### src/rtl/cdb_arbiter.sv
// Common data bus arbiter: one-entry holding register per functional unit,
// round-robin grant, registered broadcast and a saturating contention counter.
module cdb_arbiter #(
  parameter int N_REQ    = 4,
  parameter int CNT_W    = 16,
  parameter int RSV_ID_W = 6,
  parameter int DATA_W   = 32,
  localparam int CDB_W   = RSV_ID_W + DATA_W
) (
  input  logic                   clk,
  input  logic                   nrst,
  input  logic [N_REQ-1:0]       req_valid,
  input  logic [N_REQ*CDB_W-1:0] req_data,
  output logic [N_REQ-1:0]       req_ready,
  input  logic                   flush,
  output logic                   cdb_valid,
  output logic [CDB_W-1:0]       cdb,
  output logic [CNT_W-1:0]       contention_cnt
);

  localparam int PTR_W = $clog2(N_REQ);
  localparam logic [PTR_W:0]   N_REQ_EXT = (PTR_W+1)'(N_REQ);
  localparam logic [PTR_W-1:0] LAST_IDX  = PTR_W'(N_REQ - 1);

  logic [N_REQ-1:0] hold_valid_q, hold_valid_d;
  logic [CDB_W-1:0] hold_data_q [N_REQ];
  logic [CDB_W-1:0] hold_data_d [N_REQ];
  logic [PTR_W-1:0] rr_ptr_q, rr_ptr_d;
  logic             cdb_valid_q, cdb_valid_d;
  logic [CDB_W-1:0] cdb_q, cdb_d;
  logic [CNT_W-1:0] cnt_q, cnt_d;

  logic [N_REQ-1:0] grant;
  logic [N_REQ-1:0] accept;
  logic             grant_any;
  logic [PTR_W-1:0] grant_idx;
  logic [PTR_W:0]   scan;
  logic             seen_one;
  logic             multi_hold;

  // Scan from rr_ptr upward with an explicit modulo so non-power-of-two
  // requester counts never index past the last port.
  always_comb begin
    grant     = '0;
    grant_any = 1'b0;
    grant_idx = '0;
    scan      = '0;
    for (int i = 0; i < N_REQ; i++) begin
      scan = {1'b0, rr_ptr_q} + (PTR_W+1)'(i);
      if (scan >= N_REQ_EXT) scan = scan - N_REQ_EXT;
      if (!grant_any && hold_valid_q[scan[PTR_W-1:0]]) begin
        grant_any = 1'b1;
        grant_idx = scan[PTR_W-1:0];
      end
    end
    if (nrst || flush) grant_any = 1'b0;
    if (grant_any) grant[grant_idx] = 1'b1;
  end

  always_comb begin
    req_ready    = '0;
    accept       = '0;
    hold_valid_d = hold_valid_q;
    for (int i = 0; i < N_REQ; i++) begin
      req_ready[i]    = ~nrst & ~flush & (~hold_valid_q[i] | grant[i]);
      accept[i]       = req_valid[i] & req_ready[i];
      hold_valid_d[i] = (hold_valid_q[i] & ~grant[i]) | accept[i];
      hold_data_d[i]  = accept[i] ? req_data[i*CDB_W +: CDB_W] : hold_data_q[i];
    end
    if (flush) hold_valid_d = '0;
  end

  always_comb begin
    cdb_valid_d = grant_any;
    cdb_d       = cdb_q;
    rr_ptr_d    = rr_ptr_q;
    cnt_d       = cnt_q;
    seen_one    = 1'b0;
    multi_hold  = 1'b0;
    if (grant_any) begin
      cdb_d    = hold_data_q[grant_idx];
      rr_ptr_d = (grant_idx == LAST_IDX) ? '0 : grant_idx + PTR_W'(1);
    end
    for (int i = 0; i < N_REQ; i++) begin
      if (hold_valid_q[i]) begin
        if (seen_one) multi_hold = 1'b1;
        seen_one = 1'b1;
      end
    end
    if (multi_hold && !flush && cnt_q != '1) cnt_d = cnt_q + CNT_W'(1);
  end

  always_ff @(posedge clk) begin
    if (nrst) begin
      hold_valid_q <= '0;
      rr_ptr_q     <= '0;
      cdb_valid_q  <= 1'b0;
      cdb_q        <= '0;
      cnt_q        <= '0;
    end else begin
      hold_valid_q <= hold_valid_d;
      rr_ptr_q     <= rr_ptr_d;
      cdb_valid_q  <= cdb_valid_d;
      cdb_q        <= cdb_d;
      cnt_q        <= cnt_d;
    end
  end

  // Payloads need no reset: they are only observed behind hold_valid.
  always_ff @(posedge clk) begin
    for (int i = 0; i < N_REQ; i++) begin
      hold_data_q[i] <= hold_data_d[i];
    end
  end

  assign cdb_valid      = cdb_valid_q;
  assign cdb            = cdb_q;
  assign contention_cnt = cnt_q;

endmodule

### config.mk
export PLATFORM = sky130hd
export DESIGN_NAME = cdb_arbiter
export DESIGN_NICKNAME = d
export VERILOG_FILES = /design/src/rtl/cdb_arbiter.sv
export SDC_FILE = /design/constraint.sdc
export NUM_CORES = 1
export LEC_CHECK = 0
export ABC_AREA = 1
export CORE_MARGIN = 4
export CORE_UTILIZATION = 35
export CTS_BUF_LIST = sky130_fd_sc_hd__clkbuf_8
export CTS_CLUSTER_DIAMETER = 50
export DETAILED_ROUTE_END_ITERATION = 7
export SYNTH_ARGS = -nofsm -noshare
export SYNTH_HDL_FRONTEND = slang
export SYNTH_SLANG_ARGS = --single-unit
export TNS_END_PERCENT = 30
### constraint.sdc
create_clock -name clk -period 9.97 [get_ports clk]
set_input_delay 1.994 -clock clk [delete_from_list [all_inputs] [get_ports clk]]
set_output_delay 1.994 -clock clk [all_outputs]
set_load 0.03 [all_outputs]
==> impl_table.tex, run 1 <==
\begin{tabular}{lr}
\hline
Metric & Value \\
\hline
\multicolumn{2}{l}{\textbf{Timing}} \\
\quad Highest Clock Rate & 0.1415 GHz \\
\quad Final hold vios & 0 \\
\quad Total of endpoints with negative setup slack in the final report & 0 \\
\quad Share of the clock period used by the worst path & 0.7089 \\
\quad Setup repair after global routing missed its margin & false \\
\quad Relative slew slack & 0.2150 \\
\quad Worst slew pin tran & 1.175 ns \\
\quad Setup TNS & 0 ns \\
\quad Worst setup skew after layout & 0.02062 ns \\
\quad Least setup slack across all paths after layout & 2.902 ns \\
\quad Min cycle time layout & 7.068 ns \\
\quad Number of slew-limit violations in the final report & 0 \\
\multicolumn{2}{l}{\textbf{Clock network}} \\
\quad Post-CTS Setup Bufs & 0 \\
\quad Max Root-Sink Buffers & 3 \\
\quad Clock buffers created by TritonCTS & 36 \\
\quad Clock insertion delay at the later pin of the skew report & 0.51 ns \\
\quad Count of H-tree levels built during CTS & 2 \\
\quad Hold buffer count at cts & 0 \\
\quad TritonCTS clock tree & built \\
\quad Clock transition at path regs & 0.06 ns \\
\quad Clock Sink Count & 213 \\
\quad Count of cells resized by post-cts repair & 0 \\
\quad Root Buffer & sky130\_fd\_sc\_hd\_\_clkbuf\_8 \\
\multicolumn{2}{l}{\textbf{Final layout}} \\
\quad Share of post-route cells with drive strength above 1 & 0.06035 \\
\quad Non-filler cells in the finished layout & 1401 \\
\quad Core occupancy in the finished layout & 0.4787 \\
\quad ANT cells & 0 \\
\quad Filler cells & about 2300 \\
\quad NumNets Final & 1212 \\
\quad Area growth, synth to finish & 33.25\% \\
\multicolumn{2}{l}{\textbf{Hold path}} \\
\quad Worst Hold Launch & cdb[11] \\
\quad Hold path endpoint & cdb[11] \\
\quad Worst hold path depth & 2 \\
\quad Path class of the lowest-slack min-delay path & reg2reg \\
\multicolumn{2}{l}{\textbf{Logic synthesis}} \\
\quad Syn. warnings & 0 \\
\quad Top cells by area in the synthesized netlist & sky130\_fd\_sc\_hd\_\_edfxtp\_1 (52\%), sky130\_fd\_sc\_hd\_\_dfxtp\_1 (14\%), sky130\_fd\_sc\_hd\_\_nand3\_1 (9.2\%) \\
\quad Synthesized netlist net count & roughly 1000 \\
\quad Synthesized area per cell & 10.44 sq um \\
\quad Gate count of the mapped netlist & 847 \\
\quad Area fraction of the dominant cell type after synthesis & 0.5164 \\
\quad Area of the mapped netlist & between 8000 and 9000 sq um \\
\quad Count of different cell masters after synthesis & 32 \\
\quad Synthesized flop and latch total & around 210 \\
\quad Biggest area consumer among synthesized cells & sky130\_fd\_sc\_hd\_\_edfxtp\_1 \\
\quad Share of the yosys chip area belonging to registers & 0.6546 \\
\multicolumn{2}{l}{\textbf{Floorplanning}} \\
\quad Chip Height & 166.9 um \\
\quad Chip width & 166.9 um \\
\quad Core area & 24600 sq um \\
\quad Number of rows created at floorplan & 57 \\
\quad Number of top-level pins & 218 \\
\quad Starting density of the core & 0.3592 \\
\quad Die ar. & 27860 sq um \\
\multicolumn{2}{l}{\textbf{Place}} \\
\quad Port Buffer Count & 217 \\
\quad Placed Cells incl. Taps & 1337 \\
\quad GP Congestion & roughly 0.86 \\
\quad HPWL after detailed placement & 17000 um \\
\quad Pre-CTS setup slack & $\sim$2.9 ns \\
\multicolumn{2}{l}{\textbf{Critical path}} \\
\quad Critical path capture point type & output port \\
\quad Data arrival time of the worst path & 5.07 ns \\
\quad Worst reg-to-reg setup slack & 5.31 ns \\
\quad Critical register-to-register path endpoint & hold\_data\_q[0][6] \\
\quad Required time of the critical path & approximately 8.0 ns \\
\quad Worst-case reg-to-reg path depth & 13 \\
\quad Reg2Reg Launch Point & rr\_ptr\_q[0] \\
\quad Max FO, Critical Path & between 40 and 50 \\
\quad CP Launch Type & primary input \\
\quad Kind of critical path & in2out \\
\multicolumn{2}{l}{\textbf{Route}} \\
\quad WL/cell & 17.66 um \\
\quad Post-route antenna net violation count & 0 \\
\quad DR pass1 iterations & 5 \\
\quad Via-to-Cell Ratio & 4.921 \\
\quad Drt drc & 0 \\
\quad Number of DRC violations after detailed-routing iteration 0 & 570 \\
\quad Routed vias & 6894 \\
\quad Post-detailed-routing wire length & 24740 um \\
\multicolumn{2}{l}{\textbf{Power and ir drop}} \\
\quad Maximum VDD drop & roughly 190 uV \\
\quad Static leakage & $\sim$4.5 nW \\
\quad Power density cells & 257.0 nW/um\^{}2 \\
\multicolumn{2}{l}{\textbf{Global routing}} \\
\quad Fraction of met3 tracks used by global routing & 0.03911 \\
\quad First-pass GRT wire length & $\sim$38000 um \\
\quad Met2 capacity usage during global routing & 0.2954 \\
\quad Vias in the first global route & 7086 \\
\quad Busiest grt layer & met2 \\
\quad Global-route usage over all layers & 0.1729 \\
\quad Total global routing overflow & 0 \\
\quad Antenna violations before repair & 0 \\
\quad Maximum number of pins on one net before global-route repair & 79 \\
\quad Fraction of met1 tracks used by global routing & 0.2227 \\
\multicolumn{2}{l}{\textbf{Job}} \\
\quad Count of maximum capacitance violations & 0 \\
\multicolumn{2}{l}{\textbf{Outcome}} \\
\quad Status & completed \\
\hline
\end{tabular}
## layer usage
layer / share of wire / wire length (um) / up-vias
li1: - / - / 3398
met1: 0.43 / 10540 / 3214
met2: 0.49 / 12110 / 239
met3: 0.064 / 1572 / 43
met4: 0.021 / 526 / 0
met5: 0 / 0 / -
## cells in the mapped netlist
| cell type | count |
|---|---|
| sky130_fd_sc_hd__nand3_4 | 3 |
| sky130_fd_sc_hd__edfxtp_1 | 152 |
| sky130_fd_sc_hd__ha_1 | 2 |
| sky130_fd_sc_hd__nor3b_1 | 1 |
| sky130_fd_sc_hd__nand2_1 | 188 |
| sky130_fd_sc_hd__buf_4 | 7 |
| sky130_fd_sc_hd__a31oi_1 | 1 |
| sky130_fd_sc_hd__o21a_1 | 1 |
| sky130_fd_sc_hd__o21ai_0 | 12 |
| sky130_fd_sc_hd__dfxtp_1 | 61 |
| sky130_fd_sc_hd__inv_1 | 66 |
| sky130_fd_sc_hd__buf_2 | 29 |
| sky130_fd_sc_hd__nor2_4 | 1 |
| sky130_fd_sc_hd__xnor2_1 | 1 |
| sky130_fd_sc_hd__o21ai_1 | 1 |
| sky130_fd_sc_hd__nand2_2 | 2 |
| sky130_fd_sc_hd__buf_6 | 6 |
| sky130_fd_sc_hd__buf_1 | 1 |
| sky130_fd_sc_hd__nand2_4 | 1 |
| sky130_fd_sc_hd__a211oi_1 | 1 |
| sky130_fd_sc_hd__nand3_1 | 163 |
| sky130_fd_sc_hd__clkbuf_1 | 12 |
| sky130_fd_sc_hd__a21oi_1 | 15 |
| sky130_fd_sc_hd__a21boi_1 | 1 |
| sky130_fd_sc_hd__nor4_1 | 2 |
| sky130_fd_sc_hd__nand4_1 | 78 |
| sky130_fd_sc_hd__inv_2 | 4 |
| sky130_fd_sc_hd__inv_6 | 1 |
| sky130_fd_sc_hd__o31ai_1 | 1 |
| sky130_fd_sc_hd__nor2_1 | 24 |
| sky130_fd_sc_hd__nor3_1 | 8 |
| sky130_fd_sc_hd__nand3_2 | 1 |
## how the worst max path moves through the flow
stage / startpoint / endpoint / slack, ns / cells past startpoint
after global placement: nrst / req_ready[2] / 2.91 / 9
after detailed placement: nrst / req_ready[2] / 2.88 / 9
after floorplan: nrst / hold_data_q[3][0] / 4.10 / 6
final: nrst / req_ready[2] / 2.90 / 9
after CTS: nrst / req_ready[2] / 2.87 / 9
after global routing: rr_ptr_q[0] / req_ready[3] / 2.48 / 16
## cell families (layout without fill, tap and decap cells)
logic type               after synthesis  after routing  share of synthesized area
AND/OR/NAND/NOR                      472            472                     0.2554
flip-flops                           213            213                     0.6546
buffers and inverters                126            356                    0.06625
AO/OA/AOI/OAI                         33             33                    0.01996
adder cells (fa/ha/maj)                2              2                   0.002831
XOR/XNOR                               1              1                  0.0009911
## cell type report
| cell class | instances | area (sq um) | area share |
|---|---|---|---|
| clock buffer | 37 | 509.2 | 0.04324 |
| tap | 324 | 405.4 | 0.03442 |
| clock inverter | 27 | 108.9 | 0.009243 |
| multi-input combinational | 508 | 2495 | 0.2118 |
| sequential | 213 | 5786 | 0.4912 |
| inverter | 71 | 271.5 | 0.02305 |
| timing repair buffer | 221 | 2202 | 0.1870 |
## placed cells by master, fill, tap and decap left out, types with 15 or more instances in the layout
| cell type | count |
|---|---|
| sky130_fd_sc_hd__edfxtp_1 | 152 |
| sky130_fd_sc_hd__clkdlybuf4s50_1 | 217 |
| sky130_fd_sc_hd__nand2_1 | 188 |
| sky130_fd_sc_hd__nand4_1 | 78 |
| sky130_fd_sc_hd__inv_1 | 74 |
| sky130_fd_sc_hd__dfxtp_1 | 61 |
| sky130_fd_sc_hd__nor2_1 | 21 |
| sky130_fd_sc_hd__nand3_1 | 163 |
| sky130_fd_sc_hd__a21oi_1 | 15 |
| sky130_fd_sc_hd__clkbuf_8 | 37 |
## worst max-delay path: stages
cell                              delay, ns
sky130_fd_sc_hd__clkdlybuf4s50_1       0.59
sky130_fd_sc_hd__nor2_1                0.43
sky130_fd_sc_hd__nand2_2               0.15
sky130_fd_sc_hd__inv_2                 0.62
sky130_fd_sc_hd__nand2_1               0.15
sky130_fd_sc_hd__o21ai_1               0.20
sky130_fd_sc_hd__nand2_1               0.17
sky130_fd_sc_hd__inv_1                 0.10
sky130_fd_sc_hd__clkdlybuf4s50_1       0.66
## report_power, final
part	total, W	switching [W]	internal, W
registers	0.00106	0.0000443	0.00101
logic	0.00129	0.000887	0.000405
clock network	0.000677	0.000333	0.000345
## per-stage QoR
stage	total power [W]	hold slack, ns	area [sq um]
5_1_grt	0.003264	0.5041	11780
3_5_place_dp	0.002368	0.4617	11160
4_1_cts	0.003057	0.4727	11780
3_3_place_gp	0.002345	0.4581	11160
6_report	0.003026	0.4679	11780
2_1_floorplan	0.002074	0.4868	8838
## registers in the layout (all words and copies together) (netlist names)
register,count
cdb,38
cdb_valid,1
contention_cnt,16
hold_data_q,152
hold_valid_q,4
rr_ptr_q,2
(Power assumes the default switching activity.)
==> inputs of run 2 (changes only) <==
==> constraint.sdc (replaced) <==
create_clock -name clk -period 7.05 [get_ports clk]
set_input_delay 1.41 -clock clk [delete_from_list [all_inputs] [get_ports clk]]
set_output_delay 1.41 -clock clk [all_outputs]
set_load 0.03 [all_outputs]
==> impl_table.tex, run 2 (synthesized netlist as in run 1, its figures left out) <==
\begin{tabular}{lr}
\hline
Metric & Value \\
\hline
\multicolumn{2}{l}{\textbf{Power and ir drop}} \\
\quad Relative contribution of sequential cells to total power & 0.329 (-0.020) \\
\quad Clock share of power & 0.262 (+0.038) \\
\quad Sw frac & 0.4036 (-0.01394) \\
\quad Power share of the combinational group & 0.408 (-0.019) \\
\quad Maximum VDD drop & 282.9 uV (+50\%) \\
\quad Power density cells & 378.4 nW/um\^{}2 (+47\%) \\
\quad Static leakage & 4.622 nW (+2.3\%) \\
\quad Internal Pwr Total & 0.002708 W (+54\%) \\
\quad Power spent charging and discharging nets & 0.001833 W (+45\%) \\
\multicolumn{2}{l}{\textbf{Critical path}} \\
\quad Required time of the critical path & 5.64 ns (-2.34 ns) \\
\quad Kind of critical path & reg2out \\
\quad CP Launch Type & register \\
\quad Data arrival time of the worst path & 4.19 ns (-0.88 ns) \\
\quad Critical path capture point type & output port \\
\quad Max FO, Critical Path & 78 (+81\%) \\
\multicolumn{2}{l}{\textbf{Timing}} \\
\quad Final hold vios & 0 (unchanged) \\
\quad Share of the clock period used by the worst path & 0.7947 \\
\quad Relative slew slack & 0.1874 (-0.02760) \\
\quad Worst setup skew after layout & 0.01518 ns (-0.005443 ns) \\
\quad Total of endpoints with negative setup slack in the final report & 0 (unchanged) \\
\quad Number of slew-limit violations in the final report & 0 (unchanged) \\
\quad Highest Clock Rate & roughly 0.18 GHz \\
\quad Worst slew pin tran & 1.216 ns (+0.04130 ns) \\
\quad Setup TNS & 0 ns (unchanged) \\
\quad Final hold slack & 0.4745 ns (+0.006543 ns) \\
\quad Setup repair after global routing missed its margin & false \\
\quad Min cycle time layout & 5.602 ns \\
\multicolumn{2}{l}{\textbf{Floorplanning}} \\
\quad Core area & 24600 sq um (unchanged) \\
\quad Chip width & 166.9 um (unchanged) \\
\quad Die ar. & 27860 sq um (unchanged) \\
\quad Number of rows created at floorplan & 57 (unchanged) \\
\quad Starting density of the core & 0.3592 (unchanged) \\
\quad Chip Height & 166.9 um (unchanged) \\
\quad Number of top-level pins & 218 (unchanged) \\
\multicolumn{2}{l}{\textbf{Outcome}} \\
\quad Status & completed \\
\multicolumn{2}{l}{\textbf{Route}} \\
\quad WL/cell & 17.67 um (about the same) \\
\quad Via-to-Cell Ratio & 4.970 (+0.99\%) \\
\quad Post-route antenna net violation count & 0 (unchanged) \\
\quad Post-detailed-routing wire length & 24960 um (+0.86\%) \\
\quad Routed vias & 7017 (+1.8\%) \\
\quad Drt drc & 0 (unchanged) \\
\quad Number of DRC violations after detailed-routing iteration 0 & 541 (-5.1\%) \\
\quad DR pass1 iterations & 7 (+2) \\
\multicolumn{2}{l}{\textbf{Global routing}} \\
\quad Vias in the first global route & 7071 (-0.21\%) \\
\quad First-pass GRT wire length & 38610 um (+0.38\%) \\
\quad Fraction of met1 tracks used by global routing & 0.2288 (+0.006105) \\
\quad Busiest grt layer & met2 \\
\quad Global-route usage over all layers & 0.1749 (+0.001980) \\
\quad Fraction of met3 tracks used by global routing & 0.03769 (-0.001422) \\
\quad Antenna violations before repair & 0 (unchanged) \\
\quad Met2 capacity usage during global routing & 0.2895 (-0.005812) \\
\quad Maximum number of pins on one net before global-route repair & 79 (unchanged) \\
\quad Total global routing overflow & 0 (unchanged) \\
\multicolumn{2}{l}{\textbf{Place}} \\
\quad Placed cell area & 11200 sq um (+0.34\%) \\
\quad HPWL after detailed placement & 17150 um (+0.88\%) \\
\quad Placed Cells incl. Taps & 1342 (+0.37\%) \\
\quad Port Buffer Count & 217 (unchanged) \\
\quad GP Congestion & 0.8644 (+0.96\%) \\
\multicolumn{2}{l}{\textbf{Final layout}} \\
\quad Filler cells & 2324 (+0.43\%) \\
\quad Footprint of the multi-input gates & 2495 sq um (unchanged) \\
\quad Largest register FFs & 152 (unchanged) \\
\quad Most common cell after layout, fill and taps aside & sky130\_fd\_sc\_hd\_\_clkdlybuf4s50\_1 \\
\quad Non-filler cells in the finished layout & 1412 (+0.79\%) \\
\quad Core occupancy in the finished layout & 0.4878 (+0.009153) \\
\quad Most frequent cells in the layout & sky130\_fd\_sc\_hd\_\_clkdlybuf4s50\_1 (217), sky130\_fd\_sc\_hd\_\_nand2\_1 (188), sky130\_fd\_sc\_hd\_\_nand3\_1 (163) \\
\quad NumNets Final & 1219 (+0.58\%) \\
\quad Area growth, synth to finish & 35.80\% \\
\quad ANT cells & 0 (unchanged) \\
\quad Final standard cell area without fillers & 12000 sq um (+1.9\%) \\
\quad Register with the most flip-flops & hold\_data\_q \\
\quad Share of post-route cells with drive strength above 1 & 0.07445 (+0.01410) \\
\quad Register cell area after layout & 5786 sq um (unchanged) \\
\multicolumn{2}{l}{\textbf{Clock network}} \\
\quad Clock insertion delay at the later pin of the skew report & 0.52 ns (about the same) \\
\quad Hold buffer count at cts & 0 (unchanged) \\
\quad Root Buffer & sky130\_fd\_sc\_hd\_\_clkbuf\_8 \\
\quad Post-CTS Setup Bufs & 0 (unchanged) \\
\quad Count of H-tree levels built during CTS & 2 (unchanged) \\
\quad TritonCTS clock tree & built \\
\quad Count of cells resized by post-cts repair & 0 (unchanged) \\
\quad Clock transition at path regs & 0.06 ns (about the same) \\
\quad Clock Sink Count & 213 (unchanged) \\
\quad Clock buffers created by TritonCTS & 38 (+5.6\%) \\
\quad Max Root-Sink Buffers & 3 (unchanged) \\
\multicolumn{2}{l}{\textbf{Hold path}} \\
\quad Path class of the lowest-slack min-delay path & reg2reg \\
\multicolumn{2}{l}{\textbf{Job}} \\
\quad Count of maximum capacitance violations & 0 (unchanged) \\
\hline
\end{tabular}
[run 2: changes by cell type in the layout (fill, tap and decap cells not counted), sizes merged]
cell,delta
clkinv,-4
clkinvlp,+1
clkbuf,+8
buf,+5
bufinv,+3
inv,-2
[run 2: per-stage QoR]
stage | setup slack, ns | total power (W)
finish | 1.448 | 0.004541
global route | 1.062 | 0.004858
CTS | 1.323 | 0.004577
detailed placement | 1.464 | 0.003368
global placement | 1.432 | 0.003355
floorplan | 1.759 | 0.002933
[run 2: power by group through the flow]
stage	logic (W)	clock network [W]	registers, W
6_report	0.00185	0.00119	0.00149
5_1_grt	0.00207	0.00129	0.00150
4_1_cts	0.00186	0.00122	0.00150
3_5_place_dp	0.00185	0	0.00152
3_3_place_gp	0.00183	0	0.00152
2_1_floorplan	0.00135	0	0.00159
[run 2: final timing paths]
kind,start,endpoint,slack (ns),depth (start not counted)
max,rr_ptr_q[0],req_ready[0],1.45,14
min,cdb[4],cdb[4],0.47,2
min reg2reg,cdb[4],cdb[4],0.47,2
max reg2reg,rr_ptr_q[0],hold_data_q[0][20],2.92,14
[run 2: worst max-delay path, stage by stage (launching register included)]
cell and delay [ns]:
sky130_fd_sc_hd__dfxtp_1 0.61, sky130_fd_sc_hd__inv_6 0.10, sky130_fd_sc_hd__nand2_1 0.10, sky130_fd_sc_hd__nand3_1 0.07, sky130_fd_sc_hd__nand2_1 0.12, sky130_fd_sc_hd__nand2_1 0.13, sky130_fd_sc_hd__nand2_2 0.10, sky130_fd_sc_hd__nand2_4 0.42
sky130_fd_sc_hd__nand3_4 0.21, sky130_fd_sc_hd__buf_4 0.66, sky130_fd_sc_hd__nand3_1 0.15, sky130_fd_sc_hd__nand2_1 0.12, sky130_fd_sc_hd__nand2_1 0.10, sky130_fd_sc_hd__inv_1 0.12, sky130_fd_sc_hd__clkdlybuf4s50_1 0.68
[run 2: layout make-up]
type	count	area share
multi-input combinational	508	0.2079
clock inverter	25	0.01553
timing repair buffer	226	0.1866
inverter	71	0.02262
clock buffer	45	0.05160
tap	324	0.03377
sequential	213	0.4820
[run 2: layer usage]
| layer | wire (um) | vias to the layer above |
|---|---|---|
| met5 | 0 | - |
| met4 | 646 | 0 |
| met3 | 1653 | 42 |
| met2 | 12030 | 281 |
| met1 | 10620 | 3280 |
| li1 | - | 3414 |
